File: config.mk
export PLATFORM = sky130hd
export DESIGN_NAME = wb_timeout
export DESIGN_NICKNAME = d
export VERILOG_FILES = /design/src/rtl/wb_timeout_pkg.sv /design/src/rtl/wb_timeout.sv
export SDC_FILE = /design/constraint.sdc
export NUM_CORES = 1
export LEC_CHECK = 0
export CAP_MARGIN = 20
export CORE_MARGIN = 3
export CORE_UTILIZATION = 34
export DETAILED_ROUTE_END_ITERATION = 16
export MAX_ROUTING_LAYER = met4
export PLACE_DENSITY = 0.88
export SLEW_MARGIN = 0
export SYNTH_ARGS = -nofsm -noshare
export SYNTH_HDL_FRONTEND = slang
export SYNTH_SLANG_ARGS = --single-unit
File: constraint.sdc
create_clock -name clk -period 3.4 [get_ports clk]
set_clock_uncertainty 0.05 [all_clocks]
set_input_delay 0.68 -clock clk [delete_from_list [all_inputs] [get_ports clk]]
set_output_delay 0.68 -clock clk [all_outputs]
set_load 0.01 [all_outputs]
File: src/rtl/wb_timeout_pkg.sv
// Shared definitions for the Wishbone bus watchdog: FSM state encoding and
// statistics counter width.
package wb_timeout_defs;

  localparam int STAT_WIDTH = 16;
  localparam logic [STAT_WIDTH-1:0] STAT_MAX = '1;

  typedef enum logic [1:0] {
    ST_IDLE    = 2'd0,
    ST_WAIT    = 2'd1,
    ST_TERM    = 2'd2,
    ST_RECOVER = 2'd3
  } state_t;

endpackage

File: src/rtl/wb_timeout.sv
// Wishbone classic bus watchdog. Passes master cycles straight through to the
// slave, and if a strobe waits TIMEOUT cycles without ack/err/rty it answers
// the master with a one-cycle error, blanks the slave strobe and swallows any
// late slave response until the master releases its strobe.
module wb_timeout
  import wb_timeout_defs::*;
#(
  parameter int                    DATA_WIDTH   = 32,
  parameter int                    ADDR_WIDTH   = 32,
  parameter int                    SELECT_WIDTH = DATA_WIDTH / 8,
  parameter int                    TIMEOUT      = 1024,
  parameter logic [DATA_WIDTH-1:0] ERR_DATA     = '0
) (
  input  logic                    clk,
  input  logic                    rst_n,
  // master side
  input  logic [ADDR_WIDTH-1:0]   wbm_adr_i,
  input  logic [DATA_WIDTH-1:0]   wbm_dat_i,
  input  logic                    wbm_we_i,
  input  logic [SELECT_WIDTH-1:0] wbm_sel_i,
  input  logic                    wbm_stb_i,
  input  logic                    wbm_cyc_i,
  output logic [DATA_WIDTH-1:0]   wbm_dat_o,
  output logic                    wbm_ack_o,
  output logic                    wbm_err_o,
  output logic                    wbm_rty_o,
  // slave side
  output logic [ADDR_WIDTH-1:0]   wbs_adr_o,
  output logic [DATA_WIDTH-1:0]   wbs_dat_o,
  output logic                    wbs_we_o,
  output logic [SELECT_WIDTH-1:0] wbs_sel_o,
  output logic                    wbs_stb_o,
  output logic                    wbs_cyc_o,
  input  logic [DATA_WIDTH-1:0]   wbs_dat_i,
  input  logic                    wbs_ack_i,
  input  logic                    wbs_err_i,
  input  logic                    wbs_rty_i,
  // statistics
  input  logic                    stat_clear_i,
  output logic                    timeout_o,
  output logic [STAT_WIDTH-1:0]   timeout_count_o
);

  localparam int CNT_WIDTH = $clog2(TIMEOUT);
  localparam logic [CNT_WIDTH-1:0] CNT_ONE  = CNT_WIDTH'(1);
  localparam logic [CNT_WIDTH-1:0] CNT_LAST = CNT_WIDTH'(TIMEOUT - 1);

  state_t                state_q, state_d;
  logic [CNT_WIDTH-1:0]  cnt_q, cnt_d;
  logic [STAT_WIDTH-1:0] evt_count_q;
  logic                  req, rsp, pass_thru;

  assign req = wbm_cyc_i & wbm_stb_i;
  assign rsp = wbs_ack_i | wbs_err_i | wbs_rty_i;

  // State and wait-counter registers.
  // NOTE: sequential state is updated with non-blocking assignments so every
  // register samples pre-edge values regardless of block ordering.
  always_ff @(posedge clk or negedge rst_n) begin
    if (!rst_n) begin
      state_q <= ST_IDLE;
      cnt_q   <= '0;
    end else begin
      state_q <= state_d;
      cnt_q   <= cnt_d;
    end
  end

  // Next-state and wait-counter logic; a response always beats the timeout.
  // NOTE: every combinational output gets a default first, so no path through
  // the case statement can leave a latch behind.
  always_comb begin
    state_d = state_q;
    cnt_d   = cnt_q;
    unique case (state_q)
      ST_IDLE: begin
        if (req && !rsp) begin
          state_d = ST_WAIT;
          cnt_d   = CNT_ONE;
        end
      end
      ST_WAIT: begin
        if (!req) begin
          state_d = ST_IDLE;
          cnt_d   = '0;
        end else if (rsp) begin
          cnt_d   = '0;
        end else if (cnt_q == CNT_LAST) begin
          state_d = ST_TERM;
        end else begin
          cnt_d   = cnt_q + CNT_ONE;
        end
      end
      ST_TERM: begin
        state_d = ST_RECOVER;
        cnt_d   = '0;
      end
      ST_RECOVER: begin
        if (!wbm_stb_i) state_d = ST_IDLE;
      end
      default: begin
        state_d = ST_IDLE;
        cnt_d   = '0;
      end
    endcase
  end

  // Bus multiplexing: pass-through, error termination, or blanked recovery.
  always_comb begin
    pass_thru = (state_q == ST_IDLE) || (state_q == ST_WAIT) ||
                ((state_q == ST_RECOVER) && !wbm_stb_i);
    wbs_adr_o = wbm_adr_i;
    wbs_dat_o = wbm_dat_i;
    wbs_sel_o = wbm_sel_i;
    wbs_we_o  = 1'b0;
    wbs_stb_o = 1'b0;
    wbs_cyc_o = 1'b0;
    wbm_dat_o = ERR_DATA;
    wbm_ack_o = 1'b0;
    wbm_err_o = 1'b0;
    wbm_rty_o = 1'b0;
    timeout_o = 1'b0;
    // Reset gates the control strobes so nothing leaks out while rst_n is low.
    if (rst_n) begin
      if (pass_thru) begin
        wbs_we_o  = wbm_we_i;
        wbs_stb_o = wbm_stb_i;
        wbs_cyc_o = wbm_cyc_i;
        wbm_dat_o = wbs_dat_i;
        wbm_ack_o = wbs_ack_i;
        wbm_err_o = wbs_err_i;
        wbm_rty_o = wbs_rty_i;
      end
      if (state_q == ST_TERM) begin
        wbm_err_o = 1'b1;
        timeout_o = 1'b1;
      end
    end
  end

  // Saturating timeout event counter; a clear coinciding with TERM leaves 1.
  always_ff @(posedge clk or negedge rst_n) begin
    if (!rst_n) begin
      evt_count_q <= '0;
    end else if (state_q == ST_TERM) begin
      if (stat_clear_i)                 evt_count_q <= STAT_WIDTH'(1);
      else if (evt_count_q != STAT_MAX) evt_count_q <= evt_count_q + STAT_WIDTH'(1);
    end else if (stat_clear_i) begin
      evt_count_q <= '0;
    end
  end

  assign timeout_count_o = evt_count_q;

endmodule
# ---- Word-level counts from Yosys, hierarchy flattened
# Index checks and enable logic that the tools add are counted.
dict set report word_totals {
  register_bits 28
  input_bits 109
  output_inout_bits 123
  word_cells 63
}
dict set report op_classes {
  addsub 2
  n_eq_ne 10
  muxes 32
  bitwise_logic 3
  n_reduce_logical 13
}
# op count
set ops {}
lappend ops {{$mux W16} 4}
lappend ops {{$mux W32} 2}
lappend ops {{$mux W10} 4}
lappend ops {{$pmux W10 S3} 1}
lappend ops {{$add A16 B1 Y16 const B} 1}
lappend ops {{$ne A16 B16 Y1 const B} 1}
lappend ops {{$mux W1} 15}
lappend ops {{$add A10 B1 Y10 const B} 1}
lappend ops {{$eq A10 B10 Y1 const B} 1}
lappend ops {{$mux W2} 5}
lappend ops {{$pmux W2 S4} 1}
lappend ops {{$ne A3 B3 Y1 const B} 2}
lappend ops {{$eq A2 B2 Y1 const B} 2}
lappend ops {{$ne A2 B2 Y1 const B} 2}
lappend ops {{$ne A4 B4 Y1 const B} 1}
lappend ops {{$reduce_and A4 Y1} 1}
lappend ops {{$reduce_bool A2 Y1} 2}
lappend ops {{$reduce_and A3 Y1} 1}
lappend ops {{$reduce_bool A3 Y1} 1}
lappend ops {{$eq A2 B1 Y1 const B} 1}
lappend ops {{$logic_and A1 B1 Y1} 2}
lappend ops {{$logic_not A1 Y1} 2}
lappend ops {{$logic_not A2 Y1} 1}
lappend ops {{$logic_or A1 B1 Y1} 2}
lappend ops {{other kinds (3)} 4}

# ---- Longest topological paths before layout
dict set report depth {
  word_depth 6
  mapped_depth 7
  depth_no_buf 6
}

# ---- Least setup slack after synthesis
# OpenSTA, ideal clock, no wires.
dict set report synth_timing {
  path_type {input port to output port}
  from {in wbm_stb_i}
  to {out wbm_dat_o[11]}
  arrival_time_ps 1514
  setup_slack_ps 1156
  stages 5
  path_buffers 2
  cell_sequence {nor2b_1 -> o31a_1 -> clkbuf_1 -> clkbuf_1 -> and2_1}
}
dict set report synth_via {
  elab_chain_len 5
}
# element line
set synth_rtl {}
lappend synth_rtl {{start: declaration} wb_timeout.sv:21} ;# input logic wbm_stb_i,
lappend synth_rtl {{$logic_not A1 Y1} wb_timeout.sv:111} ;# ((state_q == ST_RECOVER) && !wbm_stb_i);
lappend synth_rtl {{$logic_and A1 B1 Y1} wb_timeout.sv:111}
lappend synth_rtl {{$logic_or A1 B1 Y1} wb_timeout.sv:110} ;# pass_thru = (state_q == ST_IDLE) || (state_q == ST_WAIT) ||
lappend synth_rtl {{$mux W32} wb_timeout.sv:125} ;# if (pass_thru) begin
lappend synth_rtl {{$mux W32} wb_timeout.sv:124} ;# if (rst_n) begin
lappend synth_rtl {{end: declaration} wb_timeout.sv:23} ;# output logic [DATA_WIDTH-1:0] wbm_dat_o,
# Every way passes these cells.

# ---- Worst setup path in the final report
dict set report layout_timing {
  from {in wbm_stb_i}
  to {out wbm_dat_o[26]}
}
# The elaborated chain is that of the path after synthesis.

==> results.md <==
- Status: completed
- Worst-Skew Late Latency: 0.28 ns
- Fin Hold WS: 0.477 ns
- Min-Delay Path Class: flip-flop to flip-flop
- CP max-delay cell: clkdlybuf4s50_1
- Async SR Flop Fraction: 100%
- Commonest non-fill, non-tap cells in the layout: 95 x clkdlybuf4s50_1, 38 x and2_1, 28 x dfrtp_1
- DRT Wirelength: 7360 microns
- Synthesized flop and latch total: 28
- Critical path arrival: 2.44 ns
- Max transition margin: 36.2%
- Global-route wire length before repair: 11600 microns
- Worst setup SP type: input port
- Syn nets: 424
- CP max stage delay: 0.54 ns
- CP Class: input port to output port
- Yosys warnings: 0
- Initial core utilization: 36.2%
- Gpl congestion: 0.927
- Number of fillers in the final layout: 717
- Setup violation total in the final timing report: 0
- Post-synth EDFFs: 0
- Chip width: 92.7 microns
- # DRC: 0
- Final ANT Viol Nets: 0
- Row cnt: 30
- Htree depth: 1
- CP Capture Type: output port
- CP cell instances: clkdlybuf4s50_1, nor2b_1, o31a_2, and2_1, clkdlybuf4s50_1
- Vias in the first global route: 2342
- Total gr overflow: 0
- Total CTS buffers: 3
- Nets: 450
- Buffers on Ports: 95
- Core ar.: 7060 sq um
- Unique masters post-synth: 43
- Largest net degree at the start of global routing: 39
- Most used cell, CP: clkdlybuf4s50_1
- Overall Global Routing Usage: 17.3%
- Synthesized netlist cell count: 308
- Period minus WS final: 3.17 ns
- Post-DP HPWL: 5910 microns
- Hold Path Cell Cnt: 1
- Worst Reg2Reg Path Length in Cells: 6
- Most common cell after layout, fill and taps aside: clkdlybuf4s50_1
- Peak Freq: 315 MHz
- Worst EP required: 2.67 ns
- Placed instance area: 3110 sq um
- Placed Instances: 425
- WP buf/inv: 2
- Clk Tree Root Cell: clkbuf_8
- LEAKAGE: 0.00123 uW
- Mapped Area: 2560 sq um
- Total of max-cap violations: 0
- Sink Count: 28
- I/O Pins: 232
- Final hold vios: 0
- Final Max Tran Viols: 0
- Via density: 5.31
- Initial antenna violation count: 2
- Post-CTS Setup Bufs: 0
- Critical path depth: 5
- Pwr Density: 354 nW/um^2
- Mean Syn Cell Area: 8.30 sq um
- CP top delay family: buffers and inverters
- Routed len/inst: 17.1 microns
- Commonest register cell after synthesis: dfrtp_1
- Final period utilization: 93.3%
- Clock-pin slew on the worst setup and hold paths: 0.10 ns
- TritonCTS clock tree: built
- Max clock buf depth: 2
- Slew of the pin with the lowest slew margin: 0.950 ns
- CP Max Fanout: 38
- Initial DRC Count: 75
- Area delta synth->final: 24.5%
- VDD IR-drop max: 0.265 mV
- Share of the yosys chip area belonging to registers: 27.4%
- Finished Cell Area: 3180 sq um
- Layout cells sized above 1: 6.31%
- RSZ-0062 raised after global routing: no
- Full die area: 8590 sq um
- Final Non-Filler Cells: 431
- Height of the die: 92.7 microns
- Vias post-DR: 2287
- Initial DRT Pass Iterations: 4
what timing repair did:
item,in CTS,in global routing
endpoints found under the setup margin,38,0
hold buffers,0,0
gates resized for setup,1,0
per-stage QoR:
stage / setup TNS, ns / setup slack, ns / power (uW) / util (%)
final: 0 / 0.227 / 1130 / 45.1
after global routing: 0 / 0.0808 / 1200 / 45.1
after CTS: 0 / 0.226 / 1140 / 45.0
after detailed placement: -3.23 / -0.108 / 865 / 44.0
after global placement: -0.943 / -0.0524 / 854 / 44.0
after floorplan: 0 / 1.16 / 699 / -
cells by family (layout without fill, tap and decap cells):
kind of cell / Yosys count / count (layout) / synth area share [%]
simple gates: 122 / 122 / 28.3
buf+inv: 92 / 117 / 23.8
compound gates: 52 / 52 / 14.1
flops: 28 / 28 / 27.4
fa+ha+maj: 7 / 7 / 3.43
mux: 7 / 7 / 2.99
other cells: 0 / 2 / 0
routing by layer:
layer | wire length, microns | global-route usage [%] | part of all wire (%) | vias to the layer above
met4 | 246 | 6.59 | 3.3 | 0
met1 | 2760 | 18.7 | 37 | 1061
li1 | - | - | - | 1078
met2 | 3830 | 30.0 | 52 | 116
met3 | 529 | 4.87 | 7.2 | 32
met5 | 0 | - | 0 | -
Yosys cell counts (2+ instances only):
master,number,area share (%)
a211o_1,2,0.69
a21o_1,2,0.59
clkbuf_1,7,1.0
nand2_1,14,2.1
buf_4,69,20
and2_1,38,9.3
or3_1,5,1.2
nor4_1,8,2.0
o31a_1,2,0.69
o21ai_0,11,2.2
or4_1,3,0.88
ha_1,7,3.4
o31ai_1,6,1.8
nor3_1,4,0.78
nand4_1,8,2.0
inv_1,13,1.9
buf_2,3,0.59
and4_1,2,0.69
a211oi_1,7,2.1
o41ai_1,2,0.69
or2_2,2,0.49
or3_4,2,0.88
a21oi_1,9,1.8
nor2b_1,4,0.98
nor4_2,2,0.98
mux2_2,5,2.2
mux2i_1,2,0.78
nand3_1,9,1.8
and3_1,7,1.7
a41oi_1,2,0.69
o311ai_0,2,0.69
nor2_1,11,1.6
dfrtp_1,28,27
registers in the layout, indices dropped and copies added, names as in the netlist, named ones only:
| signal | cells |
|---|---|
| cnt_q | 10 |
| timeout_count_o | 16 |
| state_q | 1 |
area by class of cell:
cell class / count / area, sq um / share of cell area, %
multi-input cells: 188 / 1250 / 39.2
inverters: 13 / 48.8 / 1.53
diodes: 2 / 5.00 / 0.157
clock buffers: 3 / 41.3 / 1.30
well taps: 96 / 120 / 3.77
repair buffers: 100 / 988 / 31.1
clock inverters: 1 / 30.0 / 0.943
flip-flops and latches: 28 / 701 / 22.0
power by group:
part           internal, uW  switching (uW)  total (uW)
combinational           269             224         493
clock                   158             110         268
sequential              346            19.0         365
total                   773             353        1130
worst paths after layout:
check	endpoint	slack, ns	from
hold / removal	timeout_count_o[8]	0.48	timeout_count_o[8]
hold reg to reg	timeout_count_o[8]	0.48	timeout_count_o[8]
min in group asynchronous	state_q[0]	0.79	rst_n
setup reg to reg	timeout_count_o[12]	0.96	state_q[0]
setup / recovery	wbm_dat_o[26]	0.23	wbm_stb_i
max in group asynchronous	timeout_count_o[2]	2.24	rst_n
Note: power is estimated with default switching activity, not from simulation.
